===== config.mk =====
export PLATFORM = sky130hd
export DESIGN_NAME = pipeline_run_controller
export DESIGN_NICKNAME = d
export VERILOG_FILES = /design/src/rtl/mips_ctrl_pkg.sv /design/src/rtl/sat_counter.sv /design/src/rtl/pipeline_run_controller.sv
export SDC_FILE = /design/constraint.sdc
export NUM_CORES = 1
export LEC_CHECK = 0
export CAP_MARGIN = 20
export CORE_ASPECT_RATIO = 0.7
export CORE_MARGIN = 1.5
export CORE_UTILIZATION = 41
export DETAILED_ROUTE_END_ITERATION = 8
export GPL_ROUTABILITY_DRIVEN = 0
export PLACE_DENSITY = 0.87
export SETUP_SLACK_MARGIN = 0.05
export SYNTH_ARGS = -nofsm -noshare
export SYNTH_HDL_FRONTEND = slang
export SYNTH_HIERARCHICAL = 1
export SYNTH_SLANG_ARGS = --single-unit

===== constraint.sdc =====
create_clock -name clk -period 1.7 [get_ports clk]
set_input_delay 0.17 -clock clk [delete_from_list [all_inputs] [get_ports clk]]
set_output_delay 0.17 -clock clk [all_outputs]
set_load 0.01 [all_outputs]

===== src/rtl/mips_ctrl_pkg.sv =====
// Shared definitions for the MIPS pipeline run controller.
// Holds the host command encodings, the controller state encoding and the
// default instruction word that marks the end of a program.
package mips_ctrl_pkg;

    localparam logic [2:0] CMD_NOP   = 3'd0;
    localparam logic [2:0] CMD_LOAD  = 3'd1;
    localparam logic [2:0] CMD_RUN   = 3'd2;
    localparam logic [2:0] CMD_STEP  = 3'd3;
    localparam logic [2:0] CMD_HALT  = 3'd4;
    localparam logic [2:0] CMD_CLEAR = 3'd5;

    typedef enum logic [2:0] {
        ST_IDLE  = 3'd0,
        ST_LOAD  = 3'd1,
        ST_RUN   = 3'd2,
        ST_STEP  = 3'd3,
        ST_DRAIN = 3'd4,
        ST_DONE  = 3'd5
    } state_e;

    localparam logic [31:0] DEFAULT_HALT_WORD = 32'hFFFF_FFFF;

endpackage


===== src/rtl/sat_counter.sv =====
// Saturating up-counter.
// Ports:
//   clk   - clock, rising edge
//   rst   - synchronous active-low reset, clears the count
//   inc   - add one this cycle (ignored once the count is all ones)
//   clr   - synchronous clear, has priority over inc
//   count - registered count value
module sat_counter #(
    parameter int WIDTH = 32
) (
    input  logic             clk,
    input  logic             rst,
    input  logic             inc,
    input  logic             clr,
    output logic [WIDTH-1:0] count
);

    logic [WIDTH-1:0] count_q;
    logic [WIDTH-1:0] count_d;

    always_comb begin
        count_d = count_q;
        if (clr) begin
            count_d = '0;
        end else if (inc && (count_q != '1)) begin
            count_d = count_q + 1'b1;
        end
    end

    always_ff @(posedge clk) begin
        if (!rst) begin
            count_q <= '0;
        end else begin
            count_q <= count_d;
        end
    end

    assign count = count_q;

endmodule


===== src/rtl/pipeline_run_controller.sv =====
// Sequencing controller for the 5-stage MIPS core. Owns the core stall input
// and the instruction-memory write port; takes host commands over a
// valid/ready handshake (LOAD/RUN/STEP/HALT/CLEAR), detects the halt word at
// fetch and drains the pipeline before reporting completion.
// Ports:
//   clk, rst (sync, active-low)
//   i_cmd_valid/o_cmd_ready/i_cmd/i_cmd_data - host command handshake
//   i_fetch_instr  - instruction currently output by IF
//   o_stall        - core stall
//   o_pipe_rst     - active-low core reset pulse issued by CLEAR
//   o_imem_we/o_imem_addr/o_imem_wdata - program load port
//   o_state, o_cycle_count, o_halted, o_err - status
module pipeline_run_controller
    import mips_ctrl_pkg::*;
#(
    parameter int                 SIZE         = 32,
    parameter int                 IMEM_ADDR_W  = 10,
    parameter int                 CYCLE_W      = 32,
    parameter int                 DRAIN_CYCLES = 4,
    parameter logic [SIZE-1:0]    HALT_WORD    = DEFAULT_HALT_WORD
) (
    input  logic                   clk,
    input  logic                   rst,
    input  logic                   i_cmd_valid,
    output logic                   o_cmd_ready,
    input  logic [2:0]             i_cmd,
    input  logic [SIZE-1:0]        i_cmd_data,
    input  logic [SIZE-1:0]        i_fetch_instr,
    output logic                   o_stall,
    output logic                   o_pipe_rst,
    output logic                   o_imem_we,
    output logic [IMEM_ADDR_W-1:0] o_imem_addr,
    output logic [SIZE-1:0]        o_imem_wdata,
    output logic [2:0]             o_state,
    output logic [CYCLE_W-1:0]     o_cycle_count,
    output logic                   o_halted,
    output logic                   o_err
);

    localparam int DRAIN_W = $clog2(DRAIN_CYCLES + 1);
    localparam logic [DRAIN_W-1:0] DRAIN_LOAD = DRAIN_W'(DRAIN_CYCLES - 1);

    state_e                   state_q, state_d;
    logic                     stall_q, stall_d;
    logic                     pipe_rst_q, pipe_rst_d;
    logic                     ready_q, ready_d;
    logic                     we_q, we_d;
    logic [IMEM_ADDR_W-1:0]   addr_q, addr_d;
    logic [SIZE-1:0]          wdata_q, wdata_d;
    logic [IMEM_ADDR_W-1:0]   ptr_q, ptr_d;
    logic                     full_q, full_d;
    logic                     halted_q, halted_d;
    logic                     err_q, err_d;
    logic [DRAIN_W-1:0]       drain_q, drain_d;

    logic accept;
    logic halt_fetch;
    logic clear;
    logic cnt_inc;

    assign accept     = i_cmd_valid & ready_q;
    assign halt_fetch = (i_fetch_instr == HALT_WORD);
    assign cnt_inc    = ~stall_q;

    always_comb begin
        state_d    = state_q;
        ptr_d      = ptr_q;
        full_d     = full_q;
        err_d      = err_q;
        we_d       = 1'b0;
        addr_d     = addr_q;
        wdata_d    = wdata_q;
        drain_d    = drain_q;
        pipe_rst_d = 1'b1;
        clear      = 1'b0;

        case (state_q)
            ST_IDLE: begin
                if (accept) begin
                    case (i_cmd)
                        CMD_NOP, CMD_HALT: ;
                        CMD_LOAD: begin
                            if (full_q) begin
                                err_d = 1'b1;
                            end else begin
                                state_d = ST_LOAD;
                                we_d    = 1'b1;
                                addr_d  = ptr_q;
                                wdata_d = i_cmd_data;
                                ptr_d   = ptr_q + 1'b1;
                                // Last slot written: pointer wraps, flag blocks further loads.
                                if (ptr_q == '1) begin
                                    full_d = 1'b1;
                                end
                            end
                        end
                        CMD_RUN:   state_d = ST_RUN;
                        CMD_STEP:  state_d = ST_STEP;
                        CMD_CLEAR: clear = 1'b1;
                        default:   err_d = 1'b1;
                    endcase
                end
            end
            ST_LOAD: state_d = ST_IDLE;
            ST_RUN: begin
                // Halt word and HALT command in the same cycle share one drain entry.
                if (halt_fetch || (accept && (i_cmd == CMD_HALT))) begin
                    state_d = ST_DRAIN;
                    drain_d = DRAIN_LOAD;
                end
                if (accept && (i_cmd != CMD_HALT) && (i_cmd != CMD_NOP)) begin
                    err_d = 1'b1;
                end
            end
            ST_STEP: state_d = halt_fetch ? ST_DONE : ST_IDLE;
            ST_DRAIN: begin
                if (drain_q == '0) begin
                    state_d = ST_DONE;
                end else begin
                    drain_d = drain_q - 1'b1;
                end
            end
            ST_DONE: begin
                if (accept) begin
                    if (i_cmd == CMD_CLEAR) begin
                        clear   = 1'b1;
                        state_d = ST_IDLE;
                    end else if (i_cmd != CMD_NOP) begin
                        err_d = 1'b1;
                    end
                end
            end
            default: state_d = ST_IDLE;
        endcase

        if (clear) begin
            pipe_rst_d = 1'b0;
            ptr_d      = '0;
            full_d     = 1'b0;
            err_d      = 1'b0;
        end

        halted_d = (state_d == ST_DONE);
        stall_d  = !((state_d == ST_RUN) || (state_d == ST_STEP) || (state_d == ST_DRAIN));
        // Hold off the host while the core sits in its reset pulse.
        ready_d  = ((state_d == ST_IDLE) || (state_d == ST_RUN) || (state_d == ST_DONE)) && !clear;
    end

    always_ff @(posedge clk) begin
        if (!rst) begin
            state_q    <= ST_IDLE;
            stall_q    <= 1'b1;
            pipe_rst_q <= 1'b1;
            ready_q    <= 1'b0;
            we_q       <= 1'b0;
            addr_q     <= '0;
            wdata_q    <= '0;
            ptr_q      <= '0;
            full_q     <= 1'b0;
            halted_q   <= 1'b0;
            err_q      <= 1'b0;
            drain_q    <= '0;
        end else begin
            state_q    <= state_d;
            stall_q    <= stall_d;
            pipe_rst_q <= pipe_rst_d;
            ready_q    <= ready_d;
            we_q       <= we_d;
            addr_q     <= addr_d;
            wdata_q    <= wdata_d;
            ptr_q      <= ptr_d;
            full_q     <= full_d;
            halted_q   <= halted_d;
            err_q      <= err_d;
            drain_q    <= drain_d;
        end
    end

    sat_counter #(
        .WIDTH(CYCLE_W)
    ) u_cycle_counter (
        .clk   (clk),
        .rst   (rst),
        .inc   (cnt_inc),
        .clr   (clear),
        .count (o_cycle_count)
    );

    assign o_cmd_ready  = ready_q;
    assign o_stall      = stall_q;
    assign o_pipe_rst   = pipe_rst_q;
    assign o_imem_we    = we_q;
    assign o_imem_addr  = addr_q;
    assign o_imem_wdata = wdata_q;
    assign o_state      = state_q;
    assign o_halted     = halted_q;
    assign o_err        = err_q;

endmodule

; ---- Word-level counts from Yosys, hierarchy flattened
; Cells that the tools add are included.
[word_totals]
register_bits = 97
wordCells = 100
[classes]
n_addsub = 3
eq_ne = 26
mux = 27
bitwise_logic = 4
n_reduce_logical = 27
[ops]
columns = operator, n
row1 = adder 32 x 1 -> 32 bit (second input constant), 1
row2 = equality test 32 bit (second input constant), 1
row3 = inequality test 32 bit (second input constant), 1
row4 = two-way mux 3 bit, 9
row5 = equality test 3 x 2 -> 1 bit (second input constant), 6
row6 = equality test 3 bit (second input constant), 6
row7 = inequality test 2 bit (second input constant), 8
row8 = one-hot mux 3 bit (5 select lines), 1
row9 = two-way mux 1 bit, 13
row10 = zero test 3 bit, 4
row11 = adder 10 x 1 -> 10 bit (second input constant), 1
row12 = equality test 10 bit (second input constant), 1
row13 = one-hot mux 3 bit (3 select lines), 1
row14 = AND reduction 4 bit, 2
row15 = AND reduction 8 bit, 1
row16 = inequality test 3 bit (second input constant), 2
row17 = one-hot mux 3 bit (2 select lines), 1
row18 = AND reduction 3 bit, 2
row19 = nonzero test 3 bit, 2
row20 = logical AND 1 bit, 5
row21 = logical OR 1 bit, 5
row22 = OR reduction 5 bit, 1
row23 = OR reduction 2 bit, 2
row24 = equality test 3 x 1 -> 1 bit (second input constant), 1
row25 = other kinds (7), 10

; ---- Longest topological paths before layout
; Gate-level depths: netlist of run 1.
[logic_depth]
ltp_word = 9
ltp_mapped = 8
mapped_depth_nobuf = 7

; ---- Cells and area by module
; Netlist of run 1, hierarchy kept.
[modules_own_cells]
columns = mod, n_inst, cells_per_inst, area_each_um2
row1 = pipeline_run_controller, 1, 344, 2770.2
row2 = sat_counter, 1, 201, 1674.1

; ---- Least setup slack after synthesis of run 1
; No wires, ideal clock.
[synth_path]
kind = register to register
startpoint = reg u_cycle_counter.count_q[0] (netlist: u_cycle_counter/count[0])
endpoint = reg u_cycle_counter.count_q[21] (netlist: u_cycle_counter/count[21])
t_arrival_ns = 1.897
required_ns = 1.631
slack_ns = -0.266
path_stages_with_launch = 7
path_buffers = 1
period_less_slack_ns = 1.966
cell_sequence = dfxtp_1 ha_1 and3_2 clkbuf_4 a2111o_1 or4_1 o21ai_1
[synth_via]
elab_chain_len = 2
word_cells_on_any_way = 3
[synth_lines]
columns = item, line
row1 = "start, declared", sat_counter.sv:18  ; logic [WIDTH-1:0] count_q;
row2 = "start signal, assigned", sat_counter.sv:34  ; count_q <= count_d;
row3 = "parallel branches: the longest is 2 deep, another holds adder 32 x 1 -> 32 bit", n/a
; Parallel ways; which one is timed is not known.
; A chain may end at the register's enable or synchronous reset.

; ---- Worst setup path after layout of run 1
[layout_path]
startpoint = reg u_cycle_counter.count_q[4] (netlist: u_cycle_counter/count[4])
endpoint = reg u_cycle_counter.count_q[31] (netlist: u_cycle_counter/count[31])
; Same word-level chain as after synthesis.

==> flow_metrics.tcl, run 1 <==
set metrics [dict create \
    fillers 644 \
    grt_pass1_wl_um 24810 \
    cp.depth 7 \
    path_common_cell "buf_6" \
    grtUsageTotal_pct 26.89 \
    power_density_nw_per_um2 579.8 \
    antenna_found_initial 0 \
    start_kind "flop" \
    core_um2 10430 \
    final_util_pct 76.90 \
    synth_compound_gate_area_share_pct 16.13 \
    dp.cells 887 \
    ys.flop_type "dfxtp_1" \
    status "finished with violations" \
    routed_wl_um 18070 \
    synthArstFlopShare_pct 0 \
    fp.dieH_um 90.11 \
    min_from "i_cmd_data[30]" \
    synthMuxAreaShare_pct 0.9291 \
    clockBufferDepth 2 \
    die_area_um2 11480 \
    tritoncts "done" \
    yosysWarnings 6 \
    slew_headroom_pct 74.83 \
    syn_nets 619 \
    drive_gt1_share_pct 37.48 \
    htree_levels 3 \
    cts_hold_buf 0 \
    reg2reg_depth 7 \
    synthAdderAreaFrac_pct 1.126 \
    synth_edf_count 0 \
    portBuffers 152 \
    finalNonFillerCells 927 \
    reg2reg_from "u_cycle_counter/count[4]$_SDFFE_PP0P_" \
    placementRows 31 \
    crit_path_max_incr_delay_ns 0.43 \
    grt_max_degree 44 \
    crit_family "simple AND/OR/NAND/NOR gates" \
    tightest_slew_ns 0.3740 \
    peakVddDrop_uv 641.3 \
    initial_utilization_pct 42.60 \
    first_iter_violations 478 \
    syn_area_per_cell_um2 8.155 \
    syn2layout_area_growth_pct 80.55 \
    cp_data_required_time_ns 2.00 \
    arrival_ns 2.21 \
    p_leak_uw 0.003159 \
    crit_buf_inv 2 \
    violations "negative setup slack" \
    path_class "flop to flop" \
    fin_ws_ns -0.2138 \
    rsz0062_at_grt "true" \
    synth_xor_area_share_pct 3.744 \
    grt_pass1_vias 5072 \
    firstDrtPassIters 5 \
    endpoint_kind "flop" \
    clock-sinks 97 \
    rr_endpoint "u_cycle_counter/count[31]$_SDFFE_PP0P_" \
    yosys.cell_types.count 60 \
    reg2reg_slack_ns -0.21 \
    pre_cts_slack_ns -0.3284 \
    max_freq_ghz 0.5225 \
    wl_per_cell_um 19.49 \
    hp-class "primary input to flop" \
    synth_simple_gate_area_share_pct 29.25 \
    finalHoldViolCount 0 \
    ioPinCount 153 \
    finalSetupViolCount 72 \
    finClkSkew_ns 0.01067 \
    hold_ws_ns 0.3763 \
    synth_area_um2 4444 \
    ys_seq_elements 97 \
    drtAntennaViolNets 0 \
    path_clk_slew_ns 0.07 \
    drc 0 \
    cp-startpoint "u_cycle_counter/count[4]$_SDFFE_PP0P_" \
    finalCritPeriodShare_pct 112.6 \
    cts_buffers 9 \
    antenna_cells 0 \
    yosysSeqAreaShare_pct 43.69 \
    worstPathMaxFanout 3 \
    vias 5471 \
    max_cap_violations 0 \
    final_max_slew_viol_count 0 \
    place_hpwl_um 11070 \
    nets 865 \
    clockRootBuffer "clkbuf_16" \
    via_per_inst 5.902 \
    period_needed_ns 1.914 \
    path_cells "and4_4 > buf_6 > nand4_4 > a2111o_1 > buf_6 > or4_4 > nand2_2" \
    clock_latency_ns 0.35 \
    netlist_instances 545 \
    critPathSlowestCell "a2111o_1" \
    cp-endpoint "u_cycle_counter/count[31]$_SDFFE_PP0P_" \
    die_w_um 127.4 \
    grt.overflow.total 0 \
    synth_top_family_by_area "simple AND/OR/NAND/NOR gates" \
]
[synthesized netlist by cell type (all sizes together) (3+ instances only)]
cell    number  area share [%]
nand2      110             9.3
dfxtp       97              44
a21oi       68             7.7
nor2        33             2.8
nand4       25             3.9
clkbuf      20             1.8
inv         17             1.4
buf         14             1.9
o21ai       14             1.6
nand3       12             1.5
xnor2       12             2.4
or3         10             1.4
a211oi       8             1.4
nor4         8             1.1
or4          7             1.2
xor2         7             1.4
and4         6             1.3
a31oi        5            0.70
and2         5            0.73
nor3         5            0.56
and3         4            0.62
ha           4             1.1
nand2b       4            0.56
o211ai       4            0.68
o31ai        4            0.68
and4b        3            0.68
mux2i        3            0.68
nand4b       3            0.59
nor2b        3            0.42
nor3b        3            0.51
[layout make-up]
| cell class | count | area, um^2 | share of cell area, % |
|---|---|---|---|
| clock buffer | 9 | 225.2 | 2.807 |
| clock inverter | 6 | 42.54 | 0.5302 |
| sequential | 97 | 1987 | 24.76 |
| inverter | 17 | 63.81 | 0.7953 |
| timing repair buffer | 269 | 2557 | 31.87 |
| multi-input combinational | 397 | 2983 | 37.17 |
| tap | 132 | 165.2 | 2.058 |
[cell families after synthesis]
family | Yosys count
AO/OA/AOI/OAI | 120
XOR/XNOR | 19
adder cells (fa/ha/maj) | 4
buffers and inverters | 51
flip-flops | 97
multiplexers | 4
AND/OR/NAND/NOR | 250
[where the power goes]
part	leakage, uW	switching [uW]	total (uW)	internal, uW
sequential	0.000794	14.1	2290	2280
clock	0.000124	893	1880	986
combinational	0.00224	211	484	272
total	0.00316	1120	4650	3530
[cells in the final DEF, fill, tap and decap left out, drive strengths merged, types with 3 or more instances in the layout]
cell type,Yosys,routed
nand4,25,25
xor2,7,7
and4,6,6
nor3b,3,3
and2,5,5
nand4b,3,3
clkbuf,20,11
dfxtp,97,97
a211oi,8,8
a31oi,5,5
o21ai,14,14
nor4,8,8
clkinvlp,0,3
inv,17,19
o211ai,4,4
and4b,3,3
nand2b,4,4
nor2b,3,3
and3,4,4
or4,7,7
nor2,33,33
ha,4,4
mux2i,3,3
nand3,12,12
clkdlybuf4s50,0,150
xnor2,12,12
nor3,5,5
a21oi,68,68
or3,10,10
buf,14,115
nand2,110,110
o31ai,4,4
[worst min-delay path, cell delays in order]
cell	delay [ns]
clkdlybuf4s50_1	0.40
nand2_1	0.06
a21oi_1	0.05
[routing by layer]
metal  GRT usage, %  up-vias  wire, um
met4          9.659        0       626
li1               -     2426         -
met2          44.91      321      9053
met3          8.333       75      1429
met1          32.59     2649      6960
met5              0        -         0
[worst min-delay path by stage]
stage	slack, ns	endpoint	cells after the start
4_1_cts	0.36	o_imem_wdata[22]$_SDFFE_PN0P_	3
2_1_floorplan	0.23	o_pipe_rst$_SDFF_PN1_	1
6_report	0.38	o_imem_wdata[30]$_SDFFE_PN0P_	3
5_1_grt	0.37	o_imem_wdata[30]$_SDFFE_PN0P_	3
3_3_place_gp	0.44	o_imem_wdata[1]$_SDFFE_PN0P_	2
3_5_place_dp	0.45	o_imem_addr[2]$_SDFFE_PN0P_	2
[registers in the layout (all words and copies together) (netlist names)]
name and cells:
o_err 1, o_state 3, o_imem_addr 10, full_q 1, o_imem_we 1, o_cmd_ready 1, o_halted 1, o_pipe_rst 1
o_imem_wdata 32, u_cycle_counter/count 32, drain_q 3, o_stall 1, ptr_q 10
[through the flow]
step                      area, um^2  TNS [ns]  power, uW
final                           8024    -6.332       4652
after global routing            8024    -10.38       4794
after CTS                       7283   -0.5390       4584
after detailed placement        6774    -19.43       2737
after global placement          6774    -12.95       2723
after floorplan                 4559   -0.2832       2461
[repair_timing]
action | 4_1_cts | 5_1_grt
gates resized for setup | 45 | 155
setup endpoints to repair | 44 | 89
pin swaps | 32 | 64
cloned | 0 | 3
setup buffers | 12 | 10
Note: power is estimated with default switching activity, not from simulation.
==> run 2: changes to the inputs <==
- CORE_ASPECT_RATIO: 0.7 -> 0.9
- PLACE_DENSITY: 0.87 -> 0.76
==> run 2 against run 1 <==
Against the previous run: the flow still finishes with violations (negative setup slack); first-iteration DRC count down 44%; critical path depth fell by 2; sequential power barely moved; global-route usage is 2.8 points lower; sequential share of layout area is 1.6 points higher; clock skew fell by 0.0046 ns; cell area decreased by 5.7%; setup slack improved by 0.043 ns; largest cell class unchanged; sequential cell count did not move.
==> flow_metrics.tcl, run 2 (synthesis gave the netlist of run 1 again) <==
set metrics [dict create \
    drtAntennaViolNets 0 \
    path_class "flop to flop" \
    hp-class "primary input to flop" \
    layout_commonest_cell "clkdlybuf4s50_1" \
    fp.dieH_um 101.8 \
    pre_cts_slack_ns -0.3649 \
    setup-tns-final_ns -2.222 \
    finalHoldViolCount 0 \
    period_needed_ns 1.871 \
    finalCritPeriodShare_pct 110.1 \
    tritoncts "done" \
    finalNonFillerCells 924 \
    die_area_um2 11470 \
    drive_gt1_share_pct 26.79 \
    grt_pass1_wl_um 22310 \
    clock-sinks 97 \
    initial_utilization_pct 42.82 \
    core_um2 10380 \
    ioPinCount 153 \
    drc 0 \
    max_cap_violations 0 \
    antenna_cells 0 \
    finClkSkew_ns 0.006090 \
    first_iter_violations 269 \
    grt_pass1_vias 4679 \
    clock_latency_ns 0.34 \
    htree_levels 3 \
    via_per_inst 5.412 \
    path_clk_slew_ns 0.07 \
    hold_ws_ns 0.3642 \
    fin_ws_ns -0.1709 \
    clockBufferDepth 2 \
    worstPathMaxFanout 6 \
    grtUsageTotal_pct 24.08 \
    wl_per_cell_um 15.68 \
    violations "negative setup slack" \
    nets 864 \
    antenna_found_initial 0 \
    firstDrtPassIters 5 \
    routed_wl_um 14480 \
    die_w_um 112.7 \
    vias 5001 \
    placementRows 35 \
    finalSetupViolCount 23 \
    status "finished with violations" \
    start_kind "flop" \
    clockRootBuffer "clkbuf_16" \
    cts_buffers 9 \
    dp.cells 889 \
    reg2reg_slack_ns -0.17 \
    peakVddDrop_uv 525.1 \
    p_leak_uw 0.002787 \
    fillers 768 \
    endpoint_kind "flop" \
    power_density_nw_per_um2 616.2 \
    final_max_slew_viol_count 0 \
    grt.overflow.total 0 \
    place_hpwl_um 10180 \
    portBuffers 152 \
    final_cell_mix "150 x clkdlybuf4s50_1, 109 x nand2_1, 98 x buf_4" \
    tightest_slew_ns 0.4058 \
    cp_data_required_time_ns 1.98 \
    arrival_ns 2.16 \
    max_freq_ghz 0.5345 \
    power.total_uw 4661 \
    grt_max_degree 43 \
    rsz0062_at_grt "true" \
    syn2layout_area_growth_pct 70.19 \
    slew_headroom_pct 72.86 \
]
## run 2: critical path: stages (launching register included)
cell and delay [ns]:
dfxtp_4 0.35, and4_4 0.25, and4_4 0.24, nand4b_1 0.25, or4_4 0.61, a21oi_2 0.12
## run 2: report_power, final
part           internal [uW]  switching [uW]
clock network           1020             941
logic                    253             158
registers               2270            13.0
total                   3550            1110
## run 2: through the flow
step / utilization (%) / area [um^2]
after floorplan: - / 4559
after global placement: 65.59 / 6808
after detailed placement: 65.59 / 6808
after CTS: 69.89 / 7253
after global routing: 72.88 / 7564
final: 72.88 / 7564
## run 2: per-layer routing
layer | routed length (um) | global-route usage (%) | share of wire, % | vias to the layer above
met5 | 0 | 0 | 0 | -
met4 | 289 | 8.861 | 2.0 | 0
met3 | 800 | 5.685 | 5.5 | 24
met2 | 7353 | 41.84 | 51 | 169
met1 | 6041 | 29.36 | 42 | 2378
li1 | - | - | - | 2430
## run 2: path summary, 6_finish.rpt
| kind | cells after the start | start | to |
|---|---|---|---|
| worst max-delay path | 5 | u_cycle_counter/count[4]$_SDFFE_PP0P_ | u_cycle_counter/count[30]$_SDFFE_PP0P_ |
| worst min-delay path | 3 | i_cmd_data[7] | o_imem_wdata[7]$_SDFFE_PN0P_ |
| worst max register to register | 5 | u_cycle_counter/count[4]$_SDFFE_PP0P_ | u_cycle_counter/count[30]$_SDFFE_PP0P_ |
| worst min register to register | 2 | o_imem_wdata[0]$_SDFFE_PN0P_ | o_imem_wdata[0]$_SDFFE_PN0P_ |
## run 2: final cells by class
type	instances	area, um^2	area share, %
tap	129	161.4	2.134
inverter	17	63.81	0.8437
clock inverter	7	58.81	0.7775
multi-input combinational	397	2570	33.98
clock buffer	9	225.2	2.978
sequential	97	1994	26.37
timing repair buffer	268	2490	32.92
## run 2: what timing repair did
action / in CTS / in global routing
gates cloned: 0 / 3
hold buffers: 0 / 0
pin swaps: 13 / 46
endpoints found under the setup margin: 32 / 66
resized for setup: 30 / 48
buffers inserted: 6 / 12
==> run 3: changes to the inputs <==
- HOLD_SLACK_MARGIN: not set -> 0.05
==> results of run 3 <==
The final DEF is identical to that of run 2; final timing and power are the same.
